==> config.mk <==
export PLATFORM = sky130hd
export DESIGN_NAME = uart_rx
export DESIGN_NICKNAME = d
export VERILOG_FILES = /design/src/rtl/uart_rx.sv
export SDC_FILE = /design/constraint.sdc
export NUM_CORES = 1
export LEC_CHECK = 0
export ABC_AREA = 1
export CORE_ASPECT_RATIO = 1.2
export CORE_MARGIN = 2
export CORE_UTILIZATION = 50
export CTS_BUF_LIST = sky130_fd_sc_hd__clkbuf_8
export CTS_CLUSTER_DIAMETER = 60
export DETAILED_ROUTE_END_ITERATION = 7
export DONT_BUFFER_PORTS = 1
export GPL_TIMING_DRIVEN = 1
export PLACE_DENSITY = 0.63
export SLEW_MARGIN = 10
export SYNTH_ARGS = -nofsm -noshare
export SYNTH_HDL_FRONTEND = slang
export SYNTH_SLANG_ARGS = --single-unit
==> constraint.sdc <==
create_clock -name clock -period 2 [get_ports clock]
set_clock_uncertainty 0.05 [all_clocks]
set_input_delay 0.3 -clock clock [delete_from_list [all_inputs] [get_ports clock]]
set_output_delay 0.3 -clock clock [all_outputs]
set_load 0.005 [all_outputs]
==> src/rtl/uart_rx.sv <==
// Purpose : 8N1 UART receiver; recovers bytes from an async serial line, LSB first.
// Latency : done/frame_error one cycle after the mid-stop-bit sample (2-flop sync adds 2 cycles).
// Backpr. : none; readdata holds until the next good frame and must be captured on done.
//
// Ports:
//   clock       system clock, rising edge
//   reset       asynchronous active-low reset
//   rx          serial input, idle high, asynchronous to clock
//   readdata    last correctly received byte
//   done        one-cycle pulse when readdata is updated
//   frame_error one-cycle pulse when the stop bit samples 0
//   active      high while a frame is in START/DATA/STOP
module uart_rx #(
    parameter int uart_clock_bit = 434
) (
    input  logic       clock,
    input  logic       reset,
    input  logic       rx,
    output logic [7:0] readdata,
    output logic       done,
    output logic       frame_error,
    output logic       active
);

    localparam int HALF = (uart_clock_bit - 1) / 2;
    localparam int CW   = $clog2(uart_clock_bit);
    localparam logic [CW-1:0] HALF_LAST = CW'(HALF - 1);
    localparam logic [CW-1:0] BIT_LAST  = CW'(uart_clock_bit - 1);

    typedef enum logic [2:0] {
        S_IDLE,
        S_START,
        S_DATA,
        S_STOP,
        S_BREAK
    } state_t;

    state_t        state, state_nxt;
    logic [CW-1:0] cyc_cnt, cyc_nxt;
    logic [2:0]    bit_cnt, bit_nxt;
    logic [7:0]    shift, shift_nxt;
    logic [7:0]    readdata_nxt;
    logic          done_nxt, ferr_nxt, active_nxt;
    logic          rx_meta, rx_sync;

    // Two-flop synchronizer; reset to the idle level so no false start is seen.
    always_ff @(posedge clock or negedge reset) begin
        if (!reset) begin
            rx_meta <= 1'b1;
            rx_sync <= 1'b1;
        end else begin
            rx_meta <= rx;
            rx_sync <= rx_meta;
        end
    end

    always_comb begin
        state_nxt    = state;
        cyc_nxt      = cyc_cnt;
        bit_nxt      = bit_cnt;
        shift_nxt    = shift;
        readdata_nxt = readdata;
        done_nxt     = 1'b0;
        ferr_nxt     = 1'b0;
        case (state)
            S_IDLE: begin
                cyc_nxt = '0;
                bit_nxt = '0;
                if (!rx_sync) state_nxt = S_START;
            end
            S_START: begin
                // Mid start bit: a line back high means it was only a glitch.
                if (cyc_cnt == HALF_LAST) begin
                    cyc_nxt   = '0;
                    state_nxt = rx_sync ? S_IDLE : S_DATA;
                end else begin
                    cyc_nxt = cyc_cnt + CW'(1);
                end
            end
            S_DATA: begin
                if (cyc_cnt == BIT_LAST) begin
                    cyc_nxt   = '0;
                    // Shift in from the MSB so the first (LSB) bit lands in bit 0.
                    shift_nxt = {rx_sync, shift[7:1]};
                    bit_nxt   = bit_cnt + 3'd1;
                    if (bit_cnt == 3'd7) state_nxt = S_STOP;
                end else begin
                    cyc_nxt = cyc_cnt + CW'(1);
                end
            end
            S_STOP: begin
                // Return to IDLE at mid stop bit so an immediately following start is caught.
                if (cyc_cnt == BIT_LAST) begin
                    cyc_nxt = '0;
                    if (rx_sync) begin
                        readdata_nxt = shift;
                        done_nxt     = 1'b1;
                        state_nxt    = S_IDLE;
                    end else begin
                        ferr_nxt  = 1'b1;
                        state_nxt = S_BREAK;
                    end
                end else begin
                    cyc_nxt = cyc_cnt + CW'(1);
                end
            end
            S_BREAK: begin
                // Wait for the line to recover so a held-low line cannot retrigger.
                cyc_nxt = '0;
                if (rx_sync) state_nxt = S_IDLE;
            end
            default: begin
                state_nxt = S_IDLE;
            end
        endcase
        active_nxt = (state_nxt == S_START) || (state_nxt == S_DATA) || (state_nxt == S_STOP);
    end

    always_ff @(posedge clock or negedge reset) begin
        if (!reset) begin
            state       <= S_IDLE;
            cyc_cnt     <= '0;
            bit_cnt     <= '0;
            shift       <= '0;
            readdata    <= '0;
            done        <= 1'b0;
            frame_error <= 1'b0;
            active      <= 1'b0;
        end else begin
            state       <= state_nxt;
            cyc_cnt     <= cyc_nxt;
            bit_cnt     <= bit_nxt;
            shift       <= shift_nxt;
            readdata    <= readdata_nxt;
            done        <= done_nxt;
            frame_error <= ferr_nxt;
            active      <= active_nxt;
        end
    end

endmodule

Word level (Yosys, flattened, before mapping)
Index checks and enable logic that the tools add are counted.
{ "totals": {"elab_cells": 53, "reg_bits": 36} }
{ "classes": {"muxes": 20, "n_addsub": 2, "n_reduce_logical": 10, "eq_ne": 11} }
{ "op_table": {"columns": ["op", "n"], "rows": [
  ["9-bit case mux with 3 select lines", 1],
  ["3-bit 2-to-1 mux", 8],
  ["9-bit 2-to-1 mux", 2],
  ["3-bit case mux with 5 select lines", 1],
  ["3-bit by 2-bit == test with 1-bit output (second input constant)", 4],
  ["9-bit by 1-bit adder with 9-bit output (second input constant)", 1],
  ["9-bit by 8-bit == test with 1-bit output (second input constant)", 1],
  ["9-bit == test (second input constant)", 1],
  ["3-bit by 1-bit == test with 1-bit output (second input constant)", 2],
  ["3-bit == test (second input constant)", 2],
  ["1-bit 2-to-1 mux", 6],
  ["3-bit case mux with 2 select lines", 1],
  ["2-bit AND reduction", 2],
  ["2-bit OR reduction", 2],
  ["3-bit by 1-bit adder with 3-bit output (second input constant)", 1],
  ["3-bit zero test", 1],
  ["3-bit AND reduction", 1],
  ["3-bit nonzero test", 1],
  ["1-bit logical OR", 2],
  ["2-bit 2-to-1 mux", 1],
  ["2-bit inequality test (second input constant)", 1],
  ["2-bit nonzero test", 1]
]} }

Longest topological paths before layout
Gate-level depths: netlist of the first run.
{ "depth": {"depth_word": 7, "mapped_depth": 10} }

Least setup slack after synthesis of the first run
OpenSTA, ideal clock, no wires.
{ "synth_path": {"kind": "reg-to-reg", "startpoint": "register cyc_cnt[1]", "endpoint": "register readdata[3]", "path_slack_ps": 522, "arrival_time_ps": 1311, "period_less_slack_ps": 1478, "setup_time_ps": 117, "stages_incl_launch_ff": 11, "path_cell_list": "dfrtp_1 inv_1 ha_1 nand2_1 nor2_1 nand2_2 inv_2 nand3_4 buf_6 nand2_1 o21ai_2"} }
{ "synth_via": {"elab_chain_cells": 2} }
{ "synth_rtl": {"columns": ["item", "line", "rtl"], "rows": [
  ["start: declaration", "39", "logic [CW-1:0] cyc_cnt, cyc_nxt;"],
  ["start signal: assignment", "131", "cyc_cnt <= cyc_nxt;"],
  ["9-bit == test", "93", "if (cyc_cnt == BIT_LAST) begin"],
  ["3-bit AND reduction (no source line)", null, null],
  ["end signal: assignment", "134", "readdata <= readdata_nxt;"],
  ["end: declaration", "19", "output logic [7:0] readdata,"]
]} }
No other way between the ends.
A chain may end at the register's enable or synchronous reset.

Worst setup path in the final report of the first run
{ "layout_path": {"startpoint": "register cyc_cnt[1]", "endpoint": "register cyc_cnt[3]"} }
{ "layout_via": {"elab_chain_cells": 3, "elab_cells_between_ends": 6} }
{ "layout_rtl": {"columns": ["item", "line", "rtl"], "rows": [
  ["9-bit by 1-bit adder with 9-bit output (tied with other cells)", "77, 88, 104", null],
  ["9-bit 2-to-1 mux, on equally long branches", "81, 93, 73", null],
  ["9-bit case mux with 3 select lines (*)", "65", "case (state)"]
]} }
Every way passes the cells marked *; elsewhere a longest branch is shown, timed or not.

==> flow_metrics.env, run 1 <==
export IMPL_detail_route_drc_violations=0
export IMPL_nNetsFinal=231
export IMPL_tritoncts="yes"
export IMPL_timing_max_transition_violations_final=0
export IMPL_floorplan_die_area_mm2=0.00402
export IMPL_critical_path_reg2reg_startpoint="cyc_cnt[1]$_DFFE_PN0P_"
export IMPL_worstHoldStart="rx_meta$_DFF_PN1_"
export IMPL_required_ns=2.14
export IMPL_worstHoldPathCells=0
export IMPL_synthTopCellsByArea="sky130_fd_sc_hd__dfrtp_1, sky130_fd_sc_hd__nand2_1, sky130_fd_sc_hd__inv_1, sky130_fd_sc_hd__nand3_1, sky130_fd_sc_hd__o21ai_2"
export IMPL_timing_setup_tns_ns=0
export IMPL_grt_start_max_net_pins=37
export IMPL_sequential_fraction_of_the_synthesis_area=0.513
export IMPL_maximum_net_fanout_on_the_critical_path=5
export IMPL_initial_utilization=0.523
export IMPL_totalPowerFinal_mw=1.38
export IMPL_syn_inst=215
export IMPL_placement_rows=23
export IMPL_floorplan_io_pins=14
export IMPL_antenna_violating_nets_post_route=0
export IMPL_clk_transition_reported_paths_ns=0.07
export IMPL_grt_usage=0.189
export IMPL_cts_root_buffer="sky130_fd_sc_hd__clkbuf_8"
export IMPL_setup_worst_path_start_class="register"
export IMPL_dpl_hpwl_um=2310
export IMPL_final_fill_count=304
export IMPL_post_drt_wl_per_cell_um=12.3
export IMPL_route_final_wire_length_um=3210
export IMPL_synth_top_area_frac=0.483
export IMPL_fin_util=0.576
export IMPL_min_period_over_period=0.815
export IMPL_global_route_congestion_overflow_total=0
export IMPL_netlist_top_cell_by_area="sky130_fd_sc_hd__dfrtp_1"
export IMPL_timing_critical_path_arrival_ns=1.77
export IMPL_dp_cells=251
export IMPL_syn_nets=222
export IMPL_worstHoldEndpoint="rx_sync$_DFF_PN1_"
export IMPL_die_w_um=58.2
export IMPL_number_of_maximum_capacitance_constraint_violations=0
export IMPL_fp_dieH_um=69.0
export IMPL_tritoncts_num_buffers=5
export IMPL_number_of_synthesis_warnings=0
export IMPL_max_ir_drop_vdd_v=0.000647
export IMPL_drt_pass1_iterations=4
export IMPL_vias=1341
export IMPL_clockBufferDepth=2
export IMPL_cellLeakagePower_nw=1.01
export IMPL_drive_gt1_frac=0.133
export IMPL_criticalPathCategory="reg -> reg"
export IMPL_n_antenna_cell=0
export IMPL_h_tree_levels=2
export IMPL_synth_async_sr_flop_share=1.00
export IMPL_final_non_filler_cell_total=262
export IMPL_syn_to_final_growth_pct=10.2
export IMPL_ff2ff_path_depth=9
export IMPL_syn_mean_instance_area_um2=8.19
export IMPL_outcome="finished clean"
export IMPL_setup_viol=0
export IMPL_synth_seq_cells=36
export IMPL_area_of_the_core_mm2=0.00337
export IMPL_cts_setup_buffers=0
export IMPL_grt_setup_unrepaired="no"
export IMPL_synth_most_common_cell="sky130_fd_sc_hd__nand2_1"
export IMPL_yosys_most_used_dff="sky130_fd_sc_hd__dfrtp_1"
export IMPL_worst_slew_pin_transition_ns=0.326
export IMPL_power_density_mw_per_mm2=713
export IMPL_grt_first_pass_wirelength_um=5890
export IMPL_initialDrtViolationCount=45
export IMPL_clk_latency_ns=0.29
export IMPL_leading_post_synthesis_cells_by_instance_count="sky130_fd_sc_hd__nand2_1, sky130_fd_sc_hd__inv_1, sky130_fd_sc_hd__dfrtp_1"
export IMPL_hold_path_class="reg -> reg"
export IMPL_route_detailed_vias_per_inst=5.12
export IMPL_setup_reg_to_reg_worst_slack_ns=0.37
export IMPL_slew_limit_headroom=0.782
export IMPL_synth_cell_area_mm2=0.00176
export IMPL_routabilityCongestion=0.815
export IMPL_grt_antenna_before_repair=0
export IMPL_synth_cell_type_count=22
export IMPL_post_route_min_period_ns=1.63
export IMPL_place_port_buffers=0
export IMPL_first_global_vias=1393
export IMPL_critPathCaptureType="register"
export IMPL_synth_edf_count=0
export IMPL_max_freq_ghz=0.613
export IMPL_r2r_end="cyc_cnt[3]$_DFFE_PN0P_"
export IMPL_numClockSinks=36
export IMPL_timing_final_hold_violations=0
==> worst max-delay path: stages (launching register included) <==
cell and delay, ns:
sky130_fd_sc_hd__dfrtp_1 0.40, sky130_fd_sc_hd__inv_1 0.08, sky130_fd_sc_hd__ha_1 0.13, sky130_fd_sc_hd__nand2_1 0.05
sky130_fd_sc_hd__nor2_1 0.20, sky130_fd_sc_hd__nand2_2 0.12, sky130_fd_sc_hd__nand2_1 0.12, sky130_fd_sc_hd__nand3_1 0.20
sky130_fd_sc_hd__nand3_1 0.13, sky130_fd_sc_hd__inv_1 0.04
==> stage by stage <==
stage	hold slack, ns	cell area, um^2	setup slack, ns
after global routing	0.310	1940	0.110
after floorplan	-0.0456	1760	0.522
after detailed placement	-0.0447	1790	0.370
final	0.308	1940	0.370
after global placement	-0.0447	1790	0.450
after CTS	0.308	1940	0.366
==> how the worst max path moves through the flow <==
stage / slack [ns] / to / cells past startpoint / start
floorplan: 0.52 / readdata[3]$_DFFE_PN0P_ / 10 / cyc_cnt[1]$_DFFE_PN0P_
global placement: 0.45 / readdata[2]$_DFFE_PN0P_ / 9 / cyc_cnt[1]$_DFFE_PN0P_
detailed placement: 0.37 / readdata[5]$_DFFE_PN0P_ / 9 / cyc_cnt[1]$_DFFE_PN0P_
CTS: 0.37 / readdata[5]$_DFFE_PN0P_ / 9 / cyc_cnt[1]$_DFFE_PN0P_
global route: 0.11 / cyc_cnt[4]$_DFFE_PN0P_ / 9 / cyc_cnt[1]$_DFFE_PN0P_
finish: 0.37 / cyc_cnt[3]$_DFFE_PN0P_ / 9 / cyc_cnt[1]$_DFFE_PN0P_
==> repair_timing <==
action	CTS	global route
setup endpoints to repair	0	0
resized for setup	0	0
hold endpoints to repair	37	0
hold buffers	3	0
==> layer usage <==
metal,wire length (um),part of all wire,GRT usage,up-vias
li1,-,-,-,681
met3,152,0.047,0.0544,8
met4,91,0.028,0.0930,0
met5,0,0,0,-
met1,1400,0.44,0.228,621
met2,1570,0.49,0.304,31
==> power by group <==
part	switching, mW	total [mW]	internal, mW
Combinational	0.0164	0.0234	0.00704
Sequential	0.00162	0.733	0.731
Clock	0.262	0.626	0.365
Total	0.280	1.38	1.10
==> cells by family (layout without fill, tap and decap cells) <==
kind of cell,Yosys count,in the layout,synth area share
buffers and inverters,43,53,0.102
AOI/OAI and AO/OA,23,23,0.0881
adders and majority gates,4,4,0.0284
DFF,36,36,0.513
and+or+nand+nor,109,109,0.268
==> cells in the final DEF, fill, tap and decap left out, drive strengths merged <==
master        n
a21oi         3
buf           3
bufinv        1
clkbuf        5
clkinv        1
dfrtp        34
dfstp         2
dlygate4sd3   2
ha            4
inv          41
nand2        66
nand3        21
nand4         3
nor2         16
nor3          2
o21ai        19
o21bai        1
or2           1
==> state kept, by name (all words and copies together) (netlist names) <==
register     cells
cyc_cnt          9
readdata         8
shift            8
bit_cnt          3
state            3
active           1
done             1
frame_error      1
rx_meta          1
rx_sync          1
==> cell type report <==
class	instances	area (um^2)	area share
multi-input combinational	136	678	0.349
timing repair buffer	5	55.1	0.0284
clock buffer	5	68.8	0.0355
inverter	40	150	0.0774
clock inverter	3	38.8	0.0200
sequential	36	903	0.466
tap	37	46.3	0.0239
Note: power is estimated with default switching activity, not from simulation.
==> inputs of run 2 (changes only) <==
--- a/config.mk
+++ b/config.mk
@@ -14,7 +14,7 @@
 export DETAILED_ROUTE_END_ITERATION = 7
 export DONT_BUFFER_PORTS = 1
 export GPL_TIMING_DRIVEN = 1
-export PLACE_DENSITY = 0.63
+export PLACE_DENSITY = 0.66
 export SLEW_MARGIN = 10
 export SYNTH_ARGS = -nofsm -noshare
 export SYNTH_HDL_FRONTEND = slang
==> constraint.sdc (replaced) <==
create_clock -name clock -period 1.45 [get_ports clock]
set_clock_uncertainty 0.05 [all_clocks]
set_input_delay 0.2175 -clock clock [delete_from_list [all_inputs] [get_ports clock]]
set_output_delay 0.2175 -clock clock [all_outputs]
set_load 0.005 [all_outputs]
==> flow_metrics.env, run 2 (synthesis results as in run 1) <==
export IMPL_h_tree_levels=2
export IMPL_syn_to_final_growth_pct=36.6
export IMPL_setup_worst_path_start_class="register"
export IMPL_grt_start_max_net_pins=37
export IMPL_critPathMaxStageDelay_ns=0.41
export IMPL_largest_register_ffs=9
export IMPL_grt_antenna_before_repair=0
export IMPL_final_cell_area_mm2=0.00241
export IMPL_place_port_buffers=0
export IMPL_dpl_hpwl_um=2460
export IMPL_floorplan_die_area_mm2=0.00402
export IMPL_first_global_vias=1462
export IMPL_grt_usage=0.203
export IMPL_min_period_over_period=1.09
export IMPL_register_with_the_most_flip_flops="cyc_cnt"
export IMPL_mostFrequentLayoutCell="sky130_fd_sc_hd__nand2_1"
export IMPL_max_freq_ghz=0.635
export IMPL_timing_critical_path_arrival_ns=1.70
export IMPL_post_drt_wl_per_cell_um=15.2
export IMPL_critical_path_reg2reg_startpoint="cyc_cnt[1]$_DFFE_PN0P_"
export IMPL_timing_critical_path_slowest_stage_cell="sky130_fd_sc_hd__dfrtp_1"
export IMPL_multi_input_comb_area_um2=953
export IMPL_outcome="finished with violations"
export IMPL_tritoncts="yes"
export IMPL_slew_limit_headroom=0.763
export IMPL_cellLeakagePower_nw=1.19
export IMPL_largest_registers_in_the_final_layout="cyc_cnt x9, readdata x8, shift x8"
export IMPL_tritoncts_num_buffers=5
export IMPL_max_ir_drop_vdd_v=0.000802
export IMPL_floorplan_io_pins=14
export IMPL_worst_slew_pin_transition_ns=0.355
export IMPL_clk_transition_reported_paths_ns=0.07
export IMPL_fp_dieH_um=69.0
export IMPL_worstPathCellList="inv_2 -> ha_4 -> nand2_4 -> nor2_4 -> buf_6 -> nand3_4 -> clkbuf_16 -> nand2_2 -> o21ai_2"
export IMPL_area_of_all_sequential_standard_cells_um2=905
export IMPL_drive_gt1_frac=0.453
export IMPL_violations="negative setup slack"
export IMPL_crit_path_start="cyc_cnt[1]$_DFFE_PN0P_"
export IMPL_route_final_wire_length_um=4280
export IMPL_hold_path_class="reg -> reg"
export IMPL_grt_util_met3=0.0488
export IMPL_antenna_violating_nets_post_route=0
export IMPL_detail_route_drc_violations=0
export IMPL_maximum_net_fanout_on_the_critical_path=5
export IMPL_vias=1506
export IMPL_numClockSinks=36
export IMPL_n_antenna_cell=0
export IMPL_worstSetupEndpoint="shift[7]$_DFFE_PN0P_"
export IMPL_cts_root_buffer="sky130_fd_sc_hd__clkbuf_8"
export IMPL_grt_met1_usage=0.245
export IMPL_timing_final_hold_violations=0
export IMPL_grt_util_met2=0.340
export IMPL_criticalPathCategory="reg -> reg"
export IMPL_critPathCaptureType="register"
export IMPL_final_fill_count=220
export IMPL_die_w_um=58.2
export IMPL_initial_utilization=0.523
export IMPL_r2r_end="shift[7]$_DFFE_PN0P_"
export IMPL_layout_cells_most_common_list="sky130_fd_sc_hd__nand2_1, sky130_fd_sc_hd__dfrtp_1, sky130_fd_sc_hd__inv_1"
export IMPL_routabilityCongestion=0.864
export IMPL_setup_slack_ns=-0.125
export IMPL_grt_setup_unrepaired="yes"
export IMPL_initialDrtViolationCount=57
export IMPL_setup_reg_to_reg_worst_slack_ns=-0.13
export IMPL_area_of_the_core_mm2=0.00337
export IMPL_timing_max_transition_violations_final=0
export IMPL_drt_pass1_iterations=4
export IMPL_global_route_congestion_overflow_total=0
export IMPL_worstHoldPathCells=0
export IMPL_grt_most_used_layer="met2"
export IMPL_placement_rows=23
export IMPL_placed_area_mm2=0.00189
export IMPL_whs_ns=0.309
export IMPL_setup_viol=28
export IMPL_post_route_min_period_ns=1.58
export IMPL_clockBufferDepth=2
export IMPL_clk_latency_ns=0.29
export IMPL_grt_first_pass_wirelength_um=6320
export IMPL_ff2ff_path_depth=9
export IMPL_power_density_mw_per_mm2=730
export IMPL_nNetsFinal=251
export IMPL_number_of_maximum_capacitance_constraint_violations=0
export IMPL_route_detailed_vias_per_inst=5.34
export IMPL_required_ns=1.58
==> run 2: per-stage QoR <==
stage | total power [mW] | setup TNS [ns] | utilization | cells | worst slack, ns
after global routing | 1.84 | -4.04 | 0.715 | 282 | -0.191
after CTS | 1.78 | -0.276 | 0.622 | 278 | -0.0316
final | 1.76 | -2.14 | 0.715 | 282 | -0.125
after global placement | 1.03 | -0.803 | 0.562 | 264 | -0.0665
after detailed placement | 1.03 | -1.68 | 0.562 | 264 | -0.105
after floorplan | 1.03 | 0 | - | 215 | 0.00605
==> run 2: metal layers <==
metal  share of wire  vias up
met4           0.018        0
met1            0.39      751
met2            0.56       24
met5               0        -
met3           0.026        7
li1                -      724
==> run 2: power by group <==
group	internal (mW)	leakage, nW	switching, mW
registers	1.01	0.474	0.00371
logic	0.00976	0.665	0.0228
clock network	0.373	0.0538	0.340
total	1.39	1.19	0.366
==> run 2: worst min path at each step <==
stage                                 start                     end  slack, ns
after floorplan                       reset        active$_DFF_PN0_      -0.13
after global routing      rx_meta$_DFF_PN1_       rx_sync$_DFF_PN1_       0.31
after detailed placement              reset  cyc_cnt[4]$_DFFE_PN0P_      -0.13
after global placement                reset  cyc_cnt[4]$_DFFE_PN0P_      -0.13
final                     rx_meta$_DFF_PN1_       rx_sync$_DFF_PN1_       0.31
after CTS                 rx_meta$_DFF_PN1_       rx_sync$_DFF_PN1_       0.31
==> run 2: repair_timing <==
item	in CTS	in global routing
endpoints found under the hold margin	37	0
cloned	1	2
endpoints found under the setup margin	26	34
pin swaps	3	11
buffers inserted	2	2
gates resized for setup	12	75
hold buffers	3	0
==> run 2: cell type report <==
class | count | area share
clock buffers | 6 | 0.0343
inverters | 40 | 0.0634
multi-input cells | 137 | 0.396
flip-flops and latches | 36 | 0.376
well taps | 37 | 0.0192
repair buffers | 24 | 0.108
clock inverters | 2 | 0.00312
==> run 2: worst max-delay path: cells and delay by family (launching register included) <==
family | cells | cell delay, ns
compound gates | 1 | 0.04
fa+ha+maj | 1 | 0.14
buf+inv | 3 | 0.41
flops | 1 | 0.41
simple gates | 4 | 0.41
==> inputs of run 3 (changes only) <==
--- a/config.mk
+++ b/config.mk
@@ -15,7 +15,7 @@
 export DONT_BUFFER_PORTS = 1
 export GPL_TIMING_DRIVEN = 1
 export PLACE_DENSITY = 0.66
-export SLEW_MARGIN = 10
+export SLEW_MARGIN = 25
 export SYNTH_ARGS = -nofsm -noshare
 export SYNTH_HDL_FRONTEND = slang
 export SYNTH_SLANG_ARGS = --single-unit
==> results of run 3 <==
Same layout as run 2: the final DEF is identical, and so are final timing and power.
==> RTL change 1: new RTL, flow settings as in run 2 <==
`shift` and `readdata` no longer have a reset.
--- a/src/rtl/uart_rx.sv
+++ b/src/rtl/uart_rx.sv
@@ -123,4 +123,2 @@
             bit_cnt     <= '0;
-            shift       <= '0;
-            readdata    <= '0;
             done        <= 1'b0;
@@ -132,4 +130,2 @@
             bit_cnt     <= bit_nxt;
-            shift       <= shift_nxt;
-            readdata    <= readdata_nxt;
             done        <= done_nxt;
@@ -140,2 +136,7 @@
 
+    always_ff @(posedge clock) begin
+        shift    <= shift_nxt;
+        readdata <= readdata_nxt;
+    end
+
 endmodule
Formal check against the unedited RTL: no difference found for any inputs over 10 cycles, from zero or initial values and one cycle with reset low; that may be too few to reach the edited logic, so the function may still have changed.
==> RTL change 1 against run 2 <==
- utilization decreased by 2.2 points
- synthesized area decreased by 7.0%
- worst setup slack improved by 0.0070 ns
- the run still ends with negative setup slack left
- total power up 0.69%
- non-clock buffer count is 2 higher
- final area fell by 11%
- largest power group unchanged
- cell count shrank 15%
- largest cell class is now flip-flops and latches
- sequential cell count unchanged
- routed wire length is 20% lower
==> RTL change 1: results (changes against run 2) <==
[cells_and_area]
buffers_excl_clock = 26  ; +8.3%
num-nets-final = 210  ; -16%
instances_no_fill = 240  ; -15%
seqAreaFraction_pct = 46.1  ; +8.5 points
fillers = 217  ; -1.4%
layout-drive-gt1-share_pct = 34.8  ; -11 points
inverters = 30  ; -25%
syn_to_final_growth_pct = 30.4
nClkBuffers = 5  ; -1
clock_area_share_pct = 4.10  ; +0.36 points
nonClkBufAreaFrac_pct = 11.1  ; +0.32 points
multi_input_area_share_pct = 31.2  ; -8.4 points

[global_route]
use_met1_pct = 19.2  ; -5.2 points
grt_pass1_vias = 1281  ; -12%
grt_pass1_wl_um = 5460  ; -14%
grtUsageMet2_pct = 36.9  ; +2.9 points
grtUsageMet3_pct = 6.21  ; +1.3 points
grt.total_usage_pct = 19.4  ; -0.85 points

[placed_design]
place_ws_ns = -0.154  ; -0.0492 ns
placed_area_sq_um = 1840  ; -2.9%
post-place-cells = 224  ; -15%
gp_congestion = 0.852  ; -1.5%

[sta]
timing.final.ws_setup_ns = -0.118  ; +0.00701 ns
finalSetupViolations = 27  ; -3.6%
tightestPinTransition_ns = 0.915  ; +0.560 ns
whs_ns = 0.311  ; +0.00149 ns

[logic_synthesis]
synth_edf_count = 16  ; +16
yosys.cell_types.count = 23  ; +4.5%
ys_seq_area_share_pct = 60.0  ; +8.8 points
synth.avg_cell_area_sq_um = 9.69  ; +18%
syn_nets = 176  ; -21%
synth-compound-area-share_pct = 3.36  ; -5.4 points
ys_top_cells_by_count = 41 x nand2_1, 29 x inv_1, 18 x dfrtp_1
yosys-mux-area-fraction_pct = 0.611  ; +0.61 points

[run_status]
outcome = complete, but fails checks
violations = negative setup slack

[routing]
viasPerCell = 5.17  ; -3.2%
wl_met1_um = 1360  ; -19%
routed_wl_um = 3440  ; -20%
wl_met2_um = 1900  ; -22%
initialDrtViolationCount = 25  ; -56%

[setup_path]
r2r_cells = 8  ; -1
critPathArrivalTime_ns = 1.50  ; -0.20 ns

[RTL change 1: cell count changes after synthesis, sizes merged]
cell,before,now
buf,3,0
dfrtp,34,18
edfxtp,0,16
inv,40,30
mux2i,0,1
nand2,66,45
nand3,21,17
nand3b,0,1
nor2,16,20
nor3,2,3
o21ai,19,5
o21bai,1,0
[RTL change 1: where the power goes]
| group | total [mW] | switching, mW | internal [mW] |
|---|---|---|---|
| Sequential | 1.07 | 0.00192 | 1.06 |
| Clock | 0.685 | 0.351 | 0.334 |
| Combinational | 0.0199 | 0.0157 | 0.00420 |
| Total | 1.77 | 0.369 | 1.40 |
[RTL change 1: what timing repair did]
item | in CTS | in global routing
setup endpoints to repair | 28 | 34
hold buffers | 2 | 0
gates cloned | 1 | 1
buffers inserted | 3 | 1
resized for setup | 18 | 15
pin swaps | 2 | 4
hold endpoints to repair | 21 | 0
==> RTL change 2: new RTL, flow settings as in run 2 <==
Made on the original files. Change the parameter `uart_clock_bit` from 434 to 217.
--- a/src/rtl/uart_rx.sv
+++ b/src/rtl/uart_rx.sv
@@ -13,3 +13,3 @@
 module uart_rx #(
-    parameter int uart_clock_bit = 434
+    parameter int uart_clock_bit = 217
 ) (
Check against the original RTL: no difference found for any inputs over 10 cycles, from zero or initial values and one cycle with reset low; that may be too few to reach the edited logic, so the function may still have changed.
==> RTL change 2 against run 2 <==
- die area down 4.6%
- sequential cell count decreased by 1
- final area is 11% lower
- routed wire length is 20% lower
- utilization is 6.2 points lower
- synthesized area fell by 4.9%
- total power up 10%
- hold slack got worse by 0.0030 ns
- the flow still finishes with violations (negative setup slack)
- global-route usage fell by 1.1 points
- worst setup slack better by 0.081 ns
- largest cell class is now flip-flops and latches
==> RTL change 2: results (changes against run 2) <==
[logic_synthesis]
synthCells = 191  ; -11%
ys_seq_area_share_pct = 52.4  ; +1.1 points
yosys-mux-area-fraction_pct = 0.597  ; +0.60 points
ys_top_cells_by_area = dfrtp_1 49%, nand2_1 12%, inv_1 5.4%
synth-compound-area-share_pct = 6.72  ; -2.1 points
synth_xor_area_share_pct = 1.57  ; +1.6 points
syn_nets = 198  ; -11%
synthAdderAreaFrac_pct = 2.99  ; +0.15 points
yosys.cell_types.count = 24  ; +9.1%

[routing]
wire_per_inst_um = 13.4  ; -12%
initialDrtViolationCount = 43  ; -25%
routed_wl_um = 3420  ; -20%
viasPerCell = 5.05  ; -5.4%

[placed_design]
dp_hpwl_um = 2140  ; -13%
gp_congestion = 0.884  ; +2.3%
place_ws_ns = -0.0980  ; +0.00661 ns
placed_area_sq_um = 1760  ; -7.1%

[sta]
timing.final.ws_setup_ns = -0.0448  ; +0.0806 ns
whs_ns = 0.306  ; -0.00299 ns
setup_tns_ns = -0.241  ; +1.89 ns
slew_headroom_pct = 78.8  ; +2.5 points
finalSetupViolations = 13  ; -54%

[cells_and_area]
seq_area_sq_um = 878  ; -2.9%
num-nets-final = 225  ; -10%
seq_cells = 35  ; -2.8%
buffers_excl_clock = 21  ; -13%
top_area_cell_class = flip-flops and latches

[global_route]
grt_max_degree = 36  ; -2.7%
grt_pass1_wl_um = 5460  ; -14%
grt.total_usage_pct = 19.1  ; -1.1 points

[power_and_ir_drop]
ir_drop_mv = 0.860  ; +7.2%

[setup_path]
r2r_cells = 11  ; +2
critPathLaunch = cyc_cnt[0]$_DFFE_PN0P_
endpoint = bit_cnt[2]$_DFFE_PN0P_
critPathArrivalTime_ns = 1.63  ; -0.07 ns
crit_fanout = 6  ; +1

[run_status]
violations = negative setup slack
outcome = complete, but fails checks

[die]
dieWidth_um = 56.8  ; -2.3%

## RTL change 2: changes by cell type after synthesis, sizes merged, moves of 3 or more
cell,delta
xor2,+3
nand3,-9
nor2,+3
nand2,-3
inv,-9
## RTL change 2: power by group
part | switching [mW] | leakage [nW] | internal, mW | total, mW
clock network | 0.355 | 0.0618 | 0.565 | 0.919
registers | 0.00368 | 0.462 | 0.981 | 0.985
logic | 0.0218 | 0.547 | 0.00975 | 0.0316
total | 0.380 | 1.07 | 1.56 | 1.94
## RTL change 2: layer usage
layer / GRT usage (%) / up-vias / share of wire [%] / wire [um]
met3: 5.56 / 9 / 3.3 / 112
met1: 20.7 / 616 / 41 / 1390
met2: 33.6 / 23 / 53 / 1820
met5: 0 / - / 0 / 0
li1: - / 645 / - / -
met4: 11.0 / 0 / 2.9 / 98
## RTL change 2: timing repair
action,in CTS,in global routing
pin swaps,2,6
setup endpoints to repair,28,29
hold buffers,3,0
hold endpoints to repair,36,0
gates cloned,1,0
gates resized for setup,21,25
setup buffers,2,8
